===== src/rtl/aer_rr_scheduler_pkg.sv =====
// Shared types and helpers for the address-event round-robin scheduler.
package aer_pkg;

  typedef enum logic [1:0] {IDLE, SEND, RETURN} aer_state_t;

  localparam int unsigned DEFAULT_N = 32;

  function automatic int unsigned addr_w(input int unsigned n);
    return $clog2(n);
  endfunction

endpackage


===== src/rtl/aer_rr_scheduler_rr_pick.sv =====
// Round-robin pick: first set request at or after ptr, wrapping to index 0.
module rr_pick
  import aer_pkg::*;
#(
  parameter int unsigned N      = DEFAULT_N,
  parameter int unsigned ADDR_W = addr_w(N)
) (
  input  logic [N-1:0]      req,
  input  logic [ADDR_W-1:0] ptr,
  output logic              valid,
  output logic [ADDR_W-1:0] idx
);

  logic [2*N-1:0] dbl;

  // Lower copy keeps only bits at/above ptr; upper copy supplies the wrap.
  always_comb begin
    dbl = {req, req};
    for (int unsigned i = 0; i < N; i++) begin
      if (i < 32'(ptr)) dbl[i] = 1'b0;
    end
  end

  always_comb begin
    valid = 1'b0;
    idx   = '0;
    for (int unsigned i = 0; i < 2*N; i++) begin
      if (!valid && dbl[i]) begin
        valid = 1'b1;
        idx   = (i >= N) ? ADDR_W'(i - N) : ADDR_W'(i);
      end
    end
  end

endmodule


===== src/rtl/aer_rr_scheduler.sv =====
// Shares one bundled-data 4-phase address-event channel among N requesters,
// granting round-robin and acking the winner after the output handshake.
module aer_rr_scheduler
  import aer_pkg::*;
#(
  parameter int unsigned N           = DEFAULT_N,
  parameter int unsigned ADDR_W      = addr_w(N),
  parameter int unsigned SYNC_STAGES = 2
) (
  input  logic              clk,
  input  logic              rst,
  input  logic [N-1:0]      req_in,
  output logic [N-1:0]      ack_in,
  output logic              out_req,
  output logic [ADDR_W-1:0] out_addr,
  input  logic              out_ack,
  output logic              busy
);

  logic [SYNC_STAGES-1:0][N-1:0] req_sync;
  logic [SYNC_STAGES-1:0]        ack_sync;
  logic [N-1:0]                  req_s;
  logic                          ack_s;

  always_ff @(posedge clk or posedge rst) begin
    if (rst) begin
      req_sync <= '0;
      ack_sync <= '0;
    end else begin
      req_sync <= {req_sync[SYNC_STAGES-2:0], req_in};
      ack_sync <= {ack_sync[SYNC_STAGES-2:0], out_ack};
    end
  end

  assign req_s = req_sync[SYNC_STAGES-1];
  assign ack_s = ack_sync[SYNC_STAGES-1];

  aer_state_t        state, state_n;
  logic [ADDR_W-1:0] ptr, ptr_n, addr_n;
  logic              req_n;
  logic [N-1:0]      ack_n;
  logic              pick_valid;
  logic [ADDR_W-1:0] pick_idx;

  rr_pick #(.N(N), .ADDR_W(ADDR_W)) u_pick (
    .req   (req_s),
    .ptr   (ptr),
    .valid (pick_valid),
    .idx   (pick_idx)
  );

  always_ff @(posedge clk or posedge rst) begin
    if (rst) begin
      state    <= IDLE;
      ptr      <= '0;
      out_addr <= '0;
      out_req  <= 1'b0;
      ack_in   <= '0;
    end else begin
      state    <= state_n;
      ptr      <= ptr_n;
      out_addr <= addr_n;
      out_req  <= req_n;
      ack_in   <= ack_n;
    end
  end

  // out_addr doubles as the winner register for the whole transaction.
  always_comb begin
    state_n = state;
    ptr_n   = ptr;
    addr_n  = out_addr;
    req_n   = out_req;
    ack_n   = ack_in;
    case (state)
      IDLE: begin
        if (pick_valid) begin
          addr_n  = pick_idx;
          req_n   = 1'b1;
          state_n = SEND;
        end
      end
      SEND: begin
        req_n = 1'b1;
        if (ack_s) begin
          req_n           = 1'b0;
          ack_n           = '0;
          ack_n[out_addr] = 1'b1;
          state_n         = RETURN;
        end
      end
      RETURN: begin
        if (!ack_s && !req_s[out_addr]) begin
          ack_n   = '0;
          ptr_n   = (out_addr == ADDR_W'(N - 1)) ? '0 : out_addr + ADDR_W'(1);
          state_n = IDLE;
        end
      end
      default: state_n = IDLE;
    endcase
  end

  assign busy = (state != IDLE);

endmodule


===== config.mk =====
export PLATFORM = sky130hd
export DESIGN_NAME = aer_rr_scheduler
export DESIGN_NICKNAME = d
export VERILOG_FILES = /design/src/rtl/aer_rr_scheduler_pkg.sv /design/src/rtl/aer_rr_scheduler_rr_pick.sv /design/src/rtl/aer_rr_scheduler.sv
export SDC_FILE = /design/constraint.sdc
export NUM_CORES = 1
export LEC_CHECK = 0
export ABC_AREA = 0
export BUFFER_PORTS_ARGS = -buffer_cell sky130_fd_sc_hd__buf_2
export CAP_MARGIN = 25
export CORE_UTILIZATION = 62
export CTS_CLUSTER_SIZE = 14
export DETAILED_ROUTE_END_ITERATION = 8
export HOLD_SLACK_MARGIN = 0.06
export MAX_ROUTING_LAYER = met4
export PLACE_DENSITY = 0.95
export SLEW_MARGIN = 10
export SYNTH_ARGS = -nofsm -noshare
export SYNTH_HDL_FRONTEND = slang
export SYNTH_HIERARCHICAL = 1
export SYNTH_SLANG_ARGS = --single-unit

===== constraint.sdc =====
create_clock -name clk -period 5.4 [get_ports clk]
set_clock_uncertainty 0.05 [all_clocks]
set_input_delay 0.54 -clock clk [delete_from_list [all_inputs] [get_ports clk]]
set_output_delay 0.54 -clock clk [all_outputs]
set_load 0.02 [all_outputs]

# Yosys cells after proc, flatten, opt, wreduce, memory -nomap -nowiden
# Cells that the tools add are included.
# op_classes
n_addsub	1
order_cmp	33
n_eq_ne	6
mux	173
reduce_logical	139
# ops
op	count
$mux W5	49
$mux W1	100
$lt A5 B5 Y1 const A	15
$logic_and A1 B1 Y1	65
$logic_not A1 Y1	65
$mux W32	2
$pmux W32 S2	1
$lt A4 B5 Y1 const A	8
$mux W4	8
$lt A3 B5 Y1 const A	4
$mux W3	4
$lt A1 B5 Y1 const A	2
$lt A2 B5 Y1 const A	2
$mux W2	5
$lt A5 B6 Y1 const B	1
$ne A2 B2 Y1 const B	3
$pmux W2 S3	1
$reduce_and A2 Y1	3
$reduce_and A3 Y1	2
$reduce_bool A2 Y1	3
$add A5 B1 Y5 const B	1
$bmux W1 S5	1
$demux W1 S5	1
$eq A5 B5 Y1 const B	1
5 further kinds	5
# word_totals
regBits	111
input_bits	35
output_inout_bits	39
elab_cells	360

# Longest topological paths before layout
# Gate-level depths: netlist of run 1.
# logic_depth
depth_word	194
mapped_depth	13
ltp_nobuf	10

# Modules after synthesis
# The synthesis of run 1 kept the hierarchy.
# by_module_without_submodules
mod	instances	cells_each	area_per_inst_um2	seq_area_each_um2
aer_rr_scheduler	1	242	3772.4	2777.7
rr_pick	1	252	1532.7	0.0

# Least setup slack after synthesis of run 1
# Ideal clock, no wire load.
# synth_path
path_kind	register -> register
startpoint	register out_addr[0]
endpoint	register ack_in[23]
setup_ns	0.121
arrival_ns	2.460
required_time_ns	5.229
setup_slack_ns	2.769
stages_incl_launch_ff	9
path_buffers	2
synth_period_minus_slack_ns	2.631
path_cell_list	dfrtp_1 > buf_2 > mux4_2 > nand3b_1 > a21oi_1 > a311o_1 > o31a_1 > buf_2 > a22o_1
# synth_between
elab_chain_len	6
word_cells_on_any_way	13
cone_classes	order compare (2); eq/ne (1); mux (6); reduce/logical (4)
# synth_rtl
element	line	rtl
start, declared	aer_rr_scheduler.sv:15	output logic [ADDR_W-1:0] out_addr,
start signal, assigned	aer_rr_scheduler.sv:62	out_addr <= addr_n;
$lt A5 B6 Y1 (not written as such) (tied with other cells)	aer_rr_scheduler.sv:88	ack_n[out_addr] = 1'b1;
$logic_and A1 B1 Y1 (not written as such) or $mux W1 (tied branches)	aer_rr_scheduler.sv:88, aer_rr_scheduler.sv:93	
$mux W1 (not written as such) or $logic_not A1 Y1 (tied branches)	aer_rr_scheduler.sv:88, aer_rr_scheduler.sv:93	
$demux W1 S5 or $logic_and A1 B1 Y1 (tied branches)	aer_rr_scheduler.sv:88, aer_rr_scheduler.sv:93	
$mux W32 or $ne A2 B2 Y1 (tied branches)	n/a	
$pmux W32 S2 or $reduce_and A3 Y1 (tied branches)	n/a	
end signal, assigned	aer_rr_scheduler.sv:64	ack_in <= ack_n;
end, declared	aer_rr_scheduler.sv:13	output logic [N-1:0] ack_in,
# Several ways; a longest one is shown, not always the timed one. The select of a mux whose other input is x is not followed.
# A chain may end at the register's enable or synchronous reset.

# Worst setup path in the final report of run 1
# layout_path
startpoint	register ptr[3]
endpoint	register out_addr[3]
# layout_between
word_cells_on_any_way	309
cone_classes	order compare (31); mux (151); reduce/logical (127)
# layout_rtl
element	line	rtl
start, declared	aer_rr_scheduler.sv:39	logic [ADDR_W-1:0] ptr, ptr_n, addr_n;
start signal, assigned	aer_rr_scheduler.sv:61	ptr <= ptr_n;
$lt A1 B5 Y1	aer_rr_scheduler_rr_pick.sv:20	if (i < 32'(ptr)) dbl[i] = 1'b0;
$mux W1	aer_rr_scheduler_rr_pick.sv:20	
$mux W1	aer_rr_scheduler_rr_pick.sv:28	if (!valid && dbl[i]) begin
$logic_not A1 Y1	aer_rr_scheduler_rr_pick.sv:28	
$logic_and A1 B1 Y1	aer_rr_scheduler_rr_pick.sv:28	
$mux W1	aer_rr_scheduler_rr_pick.sv:28	
$logic_not A1 Y1	aer_rr_scheduler_rr_pick.sv:28	
$logic_and A1 B1 Y1	aer_rr_scheduler_rr_pick.sv:28	
[... 177 more ...]	n/a	
$mux W1	aer_rr_scheduler_rr_pick.sv:28	
$logic_not A1 Y1	aer_rr_scheduler_rr_pick.sv:28	
$logic_and A1 B1 Y1	aer_rr_scheduler_rr_pick.sv:28	
$mux W1	aer_rr_scheduler_rr_pick.sv:28	
$logic_not A1 Y1	aer_rr_scheduler_rr_pick.sv:28	
$logic_and A1 B1 Y1	aer_rr_scheduler_rr_pick.sv:28	
$mux W5 (*)	aer_rr_scheduler_rr_pick.sv:28	
net pick_idx[3]	aer_rr_scheduler.sv:43	logic [ADDR_W-1:0] pick_idx;
# The timed path passes the listed nets; every way through them passes the cells marked *.

==> results.py, run 1 <==
metrics = {
    "detailed_routing": {
        "drt-pass1-iter-count": 9,
        "drc": 1,
        "wl_per_cell_um": 22.2,
        "met1_length_um": 5920,
        "top_layer": "met4",
        "wl_met3_um": 1500,
        "routed_wl_um": 14800,
        "vias_per_cell": 6.86,
        "wl_met2_um": 6690,
        "drtIter0Drc": 613,
        "vias": 4561,
        "ant_nets": 0,
    },
    "final_layout": {
        "design_area_um2": 5930,
        "syn2layout_area_growth_pct": 11.7,
        "multiInputGateArea_um2": 2340,
        "regArea_um2": 2780,
        "fill_cells": 608,
        "final_util": 0.718,
        "drive_gt1_frac": 0.220,
        "antenna_cells": 0,
        "nets": 595,
    },
    "setup_path": {
        "end_kind": "flop",
        "reg2reg_to": "out_addr[3]",
        "worst_r2r_path_depth": 9,
        "critical-path-top-delay-family": "simple AND/OR/NAND/NOR gates",
        "slowest_delay_ps": 810,
        "worstPathRequired_ps": 5660,
        "cp_cell_sequence": "a21boi_0 -> o311ai_1 -> a21oi_2 -> or3_1 -> nor3_4 -> a21bo_1 -> and3_1 -> nand4b_1 -> mux2_2",
        "path_depth": 9,
        "crit_path_start_kind": "flop",
        "slowest_stage": "dfrtp_1",
        "crit_end": "out_addr[3]",
        "worstPathArrival_ps": 3680,
        "worstPathMaxFanout": 23,
        "reg2reg_slack_ps": 1990,
        "worst-path-buf-inv": 0,
        "crit_start": "ptr[3]",
        "r2r_start": "ptr[3]",
        "crit_type": "flop to flop",
    },
    "global_routing": {
        "grt_pass1_vias": 4435,
        "grt_pass1_wl_um": 23300,
        "antenna_found_initial": 0,
        "grt_max_degree": 59,
        "overflow": 0,
        "grt_use_total": 0.364,
    },
    "clocking": {
        "cts_tree": "yes",
        "cts_buffers": 9,
        "cts.htree.levels": 3,
        "cts_buffer_depth": 2,
        "insertion_delay_ps": 380,
        "cts-root-buf": "clkbuf_8",
        "cts.sinks": 111,
        "postCtsSetupBuffers": 0,
        "holdBufCountCts": 0,
        "post_cts_resized": 0,
        "cts.clk_slew.worst_paths_ps": 120,
    },
    "yosys": {
        "ys_ff_latch": 111,
        "ys.warnings.count": 6,
        "ys_seq_area_frac": 0.524,
        "synth-async-reset-ratio": 1.00,
        "syn_area_per_cell_um2": 10.7,
        "synth_edf_count": 0,
        "ys_types": 76,
        "syn_nets": 534,
        "syn_inst": 494,
        "netlist_area_um2": 5310,
        "synth_flop_cell": "dfrtp_1",
    },
    "placement": {
        "dpl-instance-area_um2": 5690,
        "hpwl_um": 10700,
        "place_congestion": 1.02,
        "port_buffers": 73,
    },
    "floorplan": {
        "core-area_um2": 8260,
        "ioPinCount": 74,
        "die_y_um": 94.5,
        "start_util": 0.642,
        "floorplan.rows": 33,
        "die_w_um": 94.5,
        "die-area_um2": 8930,
    },
    "timing": {
        "slew_headroom": 0.316,
        "setup_tns_ps": 0,
        "fin_crit_ps": 3410,
        "fin_crit_sh": 0.632,
        "rsz0062_at_grt": "no",
        "timing.fmax_mhz": 293,
        "tightest_slew_ps": 1030,
        "drv_slew": 0,
        "finalSetupViolations": 0,
        "finalHoldViolCount": 0,
    },
    "power": {
        "peakVddDrop_uv": 246,
        "p_seq_frac": 0.482,
        "netSwitchingFraction": 0.385,
        "pwr-share-clk": 0.236,
        "comb_power_share": 0.283,
        "internal_power_uw": 1400,
        "p_per_area_nw_per_um2": 384,
        "switchingPower_uw": 876,
        "power_leakage_uw": 0.00271,
    },
    "outcome": {
        "outcome": "finished with violations",
        "violations": "design-rule violations",
    },
    "run": {
        "cap_violations": 0,
    },
    "worst_hold_path": {
        "min_path_type": "input port to asynchronous set/reset pin",
    },
}
power groups by stage:
| stage | registers (uW) | logic (uW) | clock network, uW |
|---|---|---|---|
| finish | 1100 | 643 | 536 |
| global route | 1110 | 695 | 573 |
| CTS | 1090 | 620 | 544 |
| detailed placement | 1110 | 616 | 0 |
| global placement | 1100 | 603 | 0 |
| floorplan | 1020 | 493 | 0 |
synth_stat cells (6+ instances only):
| cell type | n | area [um^2] |
|---|---|---|
| or3_1 | 6 | 37.5 |
| nand4_1 | 6 | 37.5 |
| nor3_1 | 11 | 55.1 |
| a21oi_1 | 18 | 90.1 |
| buf_2 | 13 | 65.1 |
| o21ai_0 | 21 | 105 |
| inv_1 | 17 | 63.8 |
| mux2_2 | 11 | 124 |
| dfrtp_1 | 111 | 2780 |
| nor2_1 | 37 | 139 |
| nor2b_1 | 8 | 50.1 |
| nand3_1 | 13 | 65.1 |
| a31oi_1 | 6 | 37.5 |
| mux2i_1 | 9 | 90.1 |
| clkbuf_1 | 7 | 26.3 |
| nand2_1 | 31 | 116 |
| nand3b_1 | 10 | 75.1 |
| a22o_1 | 34 | 298 |
| and3_1 | 6 | 37.5 |
| nand2b_1 | 7 | 43.8 |
sequential cells by signal (all words and copies together), names as in the netlist:
signal	count
ack_in	32
out_req	1
ptr	5
req_sync	32
req_s	32
ack_sync	2
out_addr	5
state	2
metal layers:
layer  global-route usage  vias to the layer above
li1                     -                     1973
met1                0.484                     2182
met2                0.546                      342
met3               0.0797                       64
met4                0.145                        0
met5                    -                        -
cells by family after synthesis:
group | Yosys count | synth area share
compound gates | 138 | 0.193
buf+inv | 42 | 0.0349
xor+xnor | 2 | 0.00330
mux | 22 | 0.0488
flops | 111 | 0.524
simple gates | 174 | 0.184
fa+ha+maj | 5 | 0.0118
layout make-up:
| cell class | count | area share |
|---|---|---|
| sequential | 111 | 0.469 |
| multi-input combinational | 341 | 0.395 |
| timing repair buffer | 75 | 0.0654 |
| clock buffer | 10 | 0.0232 |
| tap | 105 | 0.0222 |
| clock inverter | 6 | 0.0141 |
| inverter | 17 | 0.0112 |
worst min-delay path by stage:
| stage | to |
|---|---|
| floorplan | ack_sync[1] |
| global placement | req_s[11] |
| detailed placement | req_s[24] |
| CTS | req_sync[24] |
| global route | req_sync[24] |
| finish | req_s[28] |
metrics by stage:
step	std cells	hold slack, ps	total power (uW)	setup WS, ps
6_report	665	190	2280	1990
2_1_floorplan	494	281	1520	1880
3_5_place_dp	648	285	1720	1910
4_1_cts	664	194	2250	1890
5_1_grt	665	180	2380	1830
3_3_place_gp	648	282	1700	2000
cells in the final DEF, fill, tap and decap left out, types with 3 or more instances in the layout:
master and n:
inv_1 16, a31oi_1 6, nand2_1 31, nor4_1 4, and2_1 4, o2111ai_1 3
nand3b_1 10, nor3_2 3, nor4b_1 5, nor2_1 37, ha_1 5, mux2_2 11
a21boi_0 3, a21oi_1 18, o211ai_1 5, o31ai_1 3, dfrtp_1 111, nor2b_1 8
nand4b_1 4, nand2b_1 7, mux2i_1 9, nor3_1 11, or3_1 6, nand4_1 6
nand3_1 13, a22o_1 34, and3_1 6, or2_2 5, o21ai_0 21, buf_2 73
o21a_1 3, clkbuf_8 10, or4_1 5
worst reg2reg max path: stages, from the launching register on:
cell	delay, ps
dfrtp_1	810
a21boi_0	280
o311ai_1	350
a21oi_2	160
or3_1	600
nor3_4	400
a21bo_1	290
and3_1	190
nand4b_1	80
mux2_2	140
(Power assumes the default switching activity.)
==> run 2, diff against run 1 <==
--- a/config.mk
+++ b/config.mk
@@ -8,12 +8,12 @@
 export ABC_AREA = 0
 export BUFFER_PORTS_ARGS = -buffer_cell sky130_fd_sc_hd__buf_2
 export CAP_MARGIN = 25
-export CORE_UTILIZATION = 62
+export CORE_UTILIZATION = 52
 export CTS_CLUSTER_SIZE = 14
 export DETAILED_ROUTE_END_ITERATION = 8
 export HOLD_SLACK_MARGIN = 0.06
 export MAX_ROUTING_LAYER = met4
-export PLACE_DENSITY = 0.95
+export PLACE_DENSITY = 0.86
 export SLEW_MARGIN = 10
 export SYNTH_ARGS = -nofsm -noshare
 export SYNTH_HDL_FRONTEND = slang
==> constraint.sdc (replaced) <==
create_clock -name clk -period 3 [get_ports clk]
set_clock_uncertainty 0.05 [all_clocks]
set_input_delay 0.3 -clock clk [delete_from_list [all_inputs] [get_ports clk]]
set_output_delay 0.3 -clock clk [all_outputs]
set_load 0.02 [all_outputs]
==> results.py, run 2 (same netlist as run 1, synthesis figures left out) <==
metrics = {
    "clocking": {
        "cts.htree.levels": 3,
        "cts_buffer_depth": 2,
        "insertion_delay_ps": 400,
        "cts-root-buf": "clkbuf_8",
        "cts_buffers": 9,
        "cts.sinks": 111,
        "cts_tree": "yes",
        "cts.clk_slew.worst_paths_ps": 110,
    },
    "power": {
        "power_leakage_uw": 0.00320,
        "peakVddDrop_uv": 556,
        "internal_power_uw": 2720,
        "pwr-share-clk": 0.218,
        "comb_power_share": 0.366,
        "p_per_area_nw_per_um2": 643,
        "switchingPower_uw": 1690,
        "p_seq_frac": 0.416,
        "netSwitchingFraction": 0.383,
    },
    "detailed_routing": {
        "drc": 0,
        "wl_per_cell_um": 21.8,
        "vias": 4889,
        "drtIter0Drc": 387,
        "routed_wl_um": 17200,
        "ant_nets": 0,
        "vias_per_cell": 6.19,
        "drt-pass1-iter-count": 5,
    },
    "final_layout": {
        "final_cell_mix": "108 x dfrtp_1, 73 x buf_2, 61 x buf_4",
        "syn2layout_area_growth_pct": 29.1,
        "layout_commonest_cell": "dfrtp_1",
        "nets": 692,
        "drive_gt1_frac": 0.294,
        "antenna_cells": 0,
    },
    "global_routing": {
        "antenna_found_initial": 0,
        "grt_pass1_vias": 4757,
        "overflow": 0,
        "grt_pass1_wl_um": 25800,
        "grt_max_degree": 55,
        "grt_use_total": 0.355,
    },
    "timing": {
        "finalHoldViolCount": 0,
        "setup_slack_ps": 82.5,
        "tightest_slew_ps": 805,
        "slew_headroom": 0.458,
        "timing.fmax_mhz": 343,
        "finalSetupViolations": 0,
        "fin_crit_sh": 0.972,
        "whs_ps": 304,
        "drv_slew": 0,
        "fin_crit_ps": 2920,
    },
    "setup_path": {
        "slowest_stage": "o41ai_2",
        "worstPathMaxFanout": 8,
        "reg2reg_slack_ps": 80,
        "end_kind": "flop",
        "worstPathArrival_ps": 3160,
        "crit_path_start_kind": "flop",
        "cp_cell_sequence": "o41ai_2 -> buf_4 -> a32o_1 -> or4_1 -> nor3_4 -> and3_1 -> a31o_1 -> nand3b_1 -> or4_1 -> nand2_1 -> o21ai_0",
        "worstPathRequired_ps": 3240,
        "cpMostUsedCell": "or4_1",
        "crit_type": "flop to flop",
        "slowest_delay_ps": 500,
    },
    "run": {
        "cap_violations": 0,
    },
    "floorplan": {
        "die_w_um": 103,
        "die-area_um2": 10600,
        "floorplan.rows": 36,
        "start_util": 0.540,
        "die_y_um": 103,
        "ioPinCount": 74,
        "core-area_um2": 9820,
    },
    "outcome": {
        "outcome": "finished, final reports clean",
    },
    "placement": {
        "place_congestion": 0.902,
        "hpwl_um": 12900,
        "port_buffers": 73,
        "post-place-ws_ps": 74.7,
    },
    "worst_hold_path": {
        "min_path_type": "flop to flop",
    },
}
## run 2: cell types whose count changed in the layout (fill, tap and decap cells not counted), sizes merged
cell	previous run	this run
buf	75	138
dlygate4sd3	0	34
clkinv	2	0
clkinvlp	0	2
clkbuf	10	9
inv	20	21
## run 2: routing by layer
metal,wire length (um),global-route usage
met4,762,0.205
met1,6980,0.441
met2,8150,0.542
met3,1310,0.0678
met5,0,-
## run 2: power groups by stage
| stage | logic (uW) | clock network, uW | registers, uW |
|---|---|---|---|
| 2_1_floorplan | 889 | 0 | 1840 |
| 3_3_place_gp | 1500 | 0 | 1840 |
| 3_5_place_dp | 1510 | 0 | 1850 |
| 4_1_cts | 1560 | 979 | 1820 |
| 5_1_grt | 1710 | 1040 | 1860 |
| 6_report | 1610 | 962 | 1830 |
## run 2: worst paths after layout
path                              start           to  depth (start not counted)
min reg2reg                req_sync[21]    req_s[21]                          0
max in group asynchronous           rst       ptr[4]                          4
max                              ptr[0]  out_addr[1]                         11
max reg2reg                      ptr[0]  out_addr[1]                         11
min                        req_sync[21]    req_s[21]                          0
min in group asynchronous           rst    req_s[24]                          3
## run 2: area by class of cell
| type | count | area, um^2 |
|---|---|---|
| Inverter | 17 | 67.6 |
| Tap cell | 133 | 166 |
| Multi-Input combinational cell | 341 | 2380 |
| Fill cell | 748 | 2970 |
| Clock inverter | 7 | 86.3 |
| Timing Repair Buffer | 172 | 1240 |
| Sequential cell | 111 | 2780 |
| Clock buffer | 9 | 124 |
## run 2: worst max-delay path, delay by kind of cell, from the launching register on
family	cells	cell delay, ps
buf+inv	1	210
flops	1	490
simple gates	6	1180
compound gates	4	880
## run 2: through the flow
stage                     TNS [ps]  utilization  cell area, um^2  total power [uW]  std cells
final                            0        0.698             6850              4410        790
after global routing         -88.6        0.698             6850              4600        790
after CTS                        0        0.691             6790              4360        787
after detailed placement         0        0.635             6230              3360        737
after global placement       -45.6        0.635             6230              3340        737
after floorplan                  0            -             5310              2730        494
## run 2: timing repair
action                                  CTS  global route
hold buffers                             34             0
endpoints found under the setup margin    0             5
gates resized for setup                   0            10
setup buffers                             0             3
hold endpoints to repair                 56             0
==> run 3, diff against run 2 <==
--- a/config.mk
+++ b/config.mk
@@ -8,7 +8,9 @@
 export ABC_AREA = 0
 export BUFFER_PORTS_ARGS = -buffer_cell sky130_fd_sc_hd__buf_2
 export CAP_MARGIN = 25
-export CORE_UTILIZATION = 52
+export CELL_PAD_IN_SITES_DETAIL_PLACEMENT = 1
+export CELL_PAD_IN_SITES_GLOBAL_PLACEMENT = 1
+export CORE_UTILIZATION = 41
 export CTS_CLUSTER_SIZE = 14
 export DETAILED_ROUTE_END_ITERATION = 8
 export HOLD_SLACK_MARGIN = 0.06
==> results.py, run 3 (same netlist as run 1, synthesis figures left out) <==
metrics = {
    "outcome": {
        "outcome": "finished, final reports clean",
    },
    "placement": {
        "place_congestion": 0.985,
        "hpwl_um": 13500,
        "dpl-instance-area_um2": 6250,
        "port_buffers": 73,
        "post-place-ws_ps": 20.1,
    },
    "global_routing": {
        "overflow": 0,
        "grt_pass1_wl_um": 29000,
        "grt_use_total": 0.308,
        "antenna_found_initial": 0,
        "grt_pass1_vias": 5132,
        "grt_max_degree": 112,
    },
    "setup_path": {
        "worstPathArrival_ps": 3140,
        "crit_type": "flop to flop",
        "end_kind": "flop",
        "worstPathMaxFanout": 12,
        "crit_path_start_kind": "flop",
        "worstPathRequired_ps": 3260,
    },
    "final_layout": {
        "nets": 693,
        "fill_cells": 1402,
        "layout_commonest_cell": "dfrtp_1",
        "final_cell_mix": "107 x dfrtp_1, 73 x buf_2, 65 x buf_4",
        "syn2layout_area_growth_pct": 31.7,
        "multiInputGateArea_um2": 2380,
        "antenna_cells": 0,
        "regArea_um2": 2780,
        "drive_gt1_frac": 0.301,
        "design_area_um2": 6990,
    },
    "run": {
        "cap_violations": 0,
    },
    "power": {
        "pwr-share-clk": 0.274,
        "internal_power_uw": 3030,
        "p_per_area_nw_per_um2": 683,
        "peakVddDrop_uv": 426,
        "p_seq_frac": 0.390,
        "netSwitchingFraction": 0.366,
        "comb_power_share": 0.336,
        "switchingPower_uw": 1740,
        "power_leakage_uw": 0.00321,
    },
    "floorplan": {
        "die_y_um": 116,
        "ioPinCount": 74,
        "start_util": 0.420,
        "die-area_um2": 13400,
        "core-area_um2": 12600,
        "floorplan.rows": 41,
        "die_w_um": 116,
    },
    "timing": {
        "timing.fmax_mhz": 346,
        "tightest_slew_ps": 824,
        "rsz0062_at_grt": "no",
        "drv_slew": 0,
        "whs_ps": 46.3,
        "slew_headroom": 0.443,
        "fin_crit_ps": 2890,
        "setup_tns_ps": 0,
        "fin_crit_sh": 0.963,
        "finalHoldViolCount": 0,
        "finalSetupViolations": 0,
        "setup_slack_ps": 112,
    },
    "detailed_routing": {
        "vias_per_cell": 5.86,
        "drtIter0Drc": 406,
        "drc": 0,
        "vias": 4865,
        "routed_wl_um": 18600,
        "wl_per_cell_um": 22.4,
        "ant_nets": 0,
        "drt-pass1-iter-count": 5,
    },
    "clocking": {
        "cts_buffer_depth": 2,
        "cts_buffers": 9,
        "cts.sinks": 111,
        "cts-root-buf": "clkbuf_16",
        "cts_tree": "yes",
        "cts.clk_slew.worst_paths_ps": 80,
        "insertion_delay_ps": 370,
        "cts.htree.levels": 3,
    },
    "worst_hold_path": {
        "min_path_type": "input port to asynchronous set/reset pin",
    },
}
## run 3: cell types whose count changed in the layout (fill, tap and decap cells not counted), moves of 2 or more
cell / before / now
clkbuf_8: 9 / 0
buf_12: 4 / 2
inv_8: 2 / 0
clkbuf_16: 0 / 9
buf_4: 61 / 65
inv_6: 3 / 1
## run 3: power by group through the flow
stage / clock (uW) / sequential (uW) / combinational (uW)
floorplan: 0 / 1840 / 889
global placement: 0 / 1870 / 1400
detailed placement: 0 / 1890 / 1430
CTS: 1330 / 1860 / 1490
global route: 1390 / 1890 / 1710
finish: 1310 / 1860 / 1600
## run 3: through the flow
stage | power (uW) | instances | util
after floorplan | 2730 | 494 | -
after global placement | 3270 | 775 | 0.495
after detailed placement | 3320 | 775 | 0.495
after CTS | 4680 | 824 | 0.547
after global routing | 4980 | 830 | 0.554
final | 4770 | 830 | 0.554
## run 3: repair_timing
action | 4_1_cts | 5_1_grt
resized for setup | 0 | 12
hold buffers | 33 | 0
endpoints found under the setup margin | 0 | 5
hold endpoints to repair | 33 | 0
buffers inserted | 0 | 6
## run 3: worst max-delay path, stage by stage, from the launching register on
cell and delay, ps:
dfrtp_2 520, buf_4 170, a211oi_1 80, a211oi_1 460, nand4_1 250, nand3b_1 320, nor3_4 290, a21bo_1 260
and3_1 180, nand4b_1 90, mux2_2 160
## run 3: layout make-up
type	count	area share
flip-flops and latches	111	0.398
multi-input cells	341	0.340
repair buffers	173	0.175
clock buffers	10	0.0328
well taps	172	0.0308
clock inverters	6	0.0132
inverters	17	0.00967
## run 3: final timing paths
| kind | startpoint | end | slack (ps) | depth (start not counted) |
|---|---|---|---|---|
| worst min register to register | req_sync[27] | req_s[27] | 300 | 0 |
| max in group asynchronous | rst | ptr[3] | 2380 | 3 |
| worst min-delay path | rst | ack_in[21] | 50 | 3 |
| worst max register to register | ptr[0] | out_addr[3] | 110 | 10 |
| worst max-delay path | ptr[0] | out_addr[3] | 110 | 10 |
| min in group clk | req_sync[27] | req_s[27] | 300 | 0 |
## run 3: per-layer routing
layer / global-route usage / part of all wire
met2: 0.484 / 0.48
met1: 0.375 / 0.40
met4: 0.152 / 0.043
met5: - / 0
met3: 0.0685 / 0.073
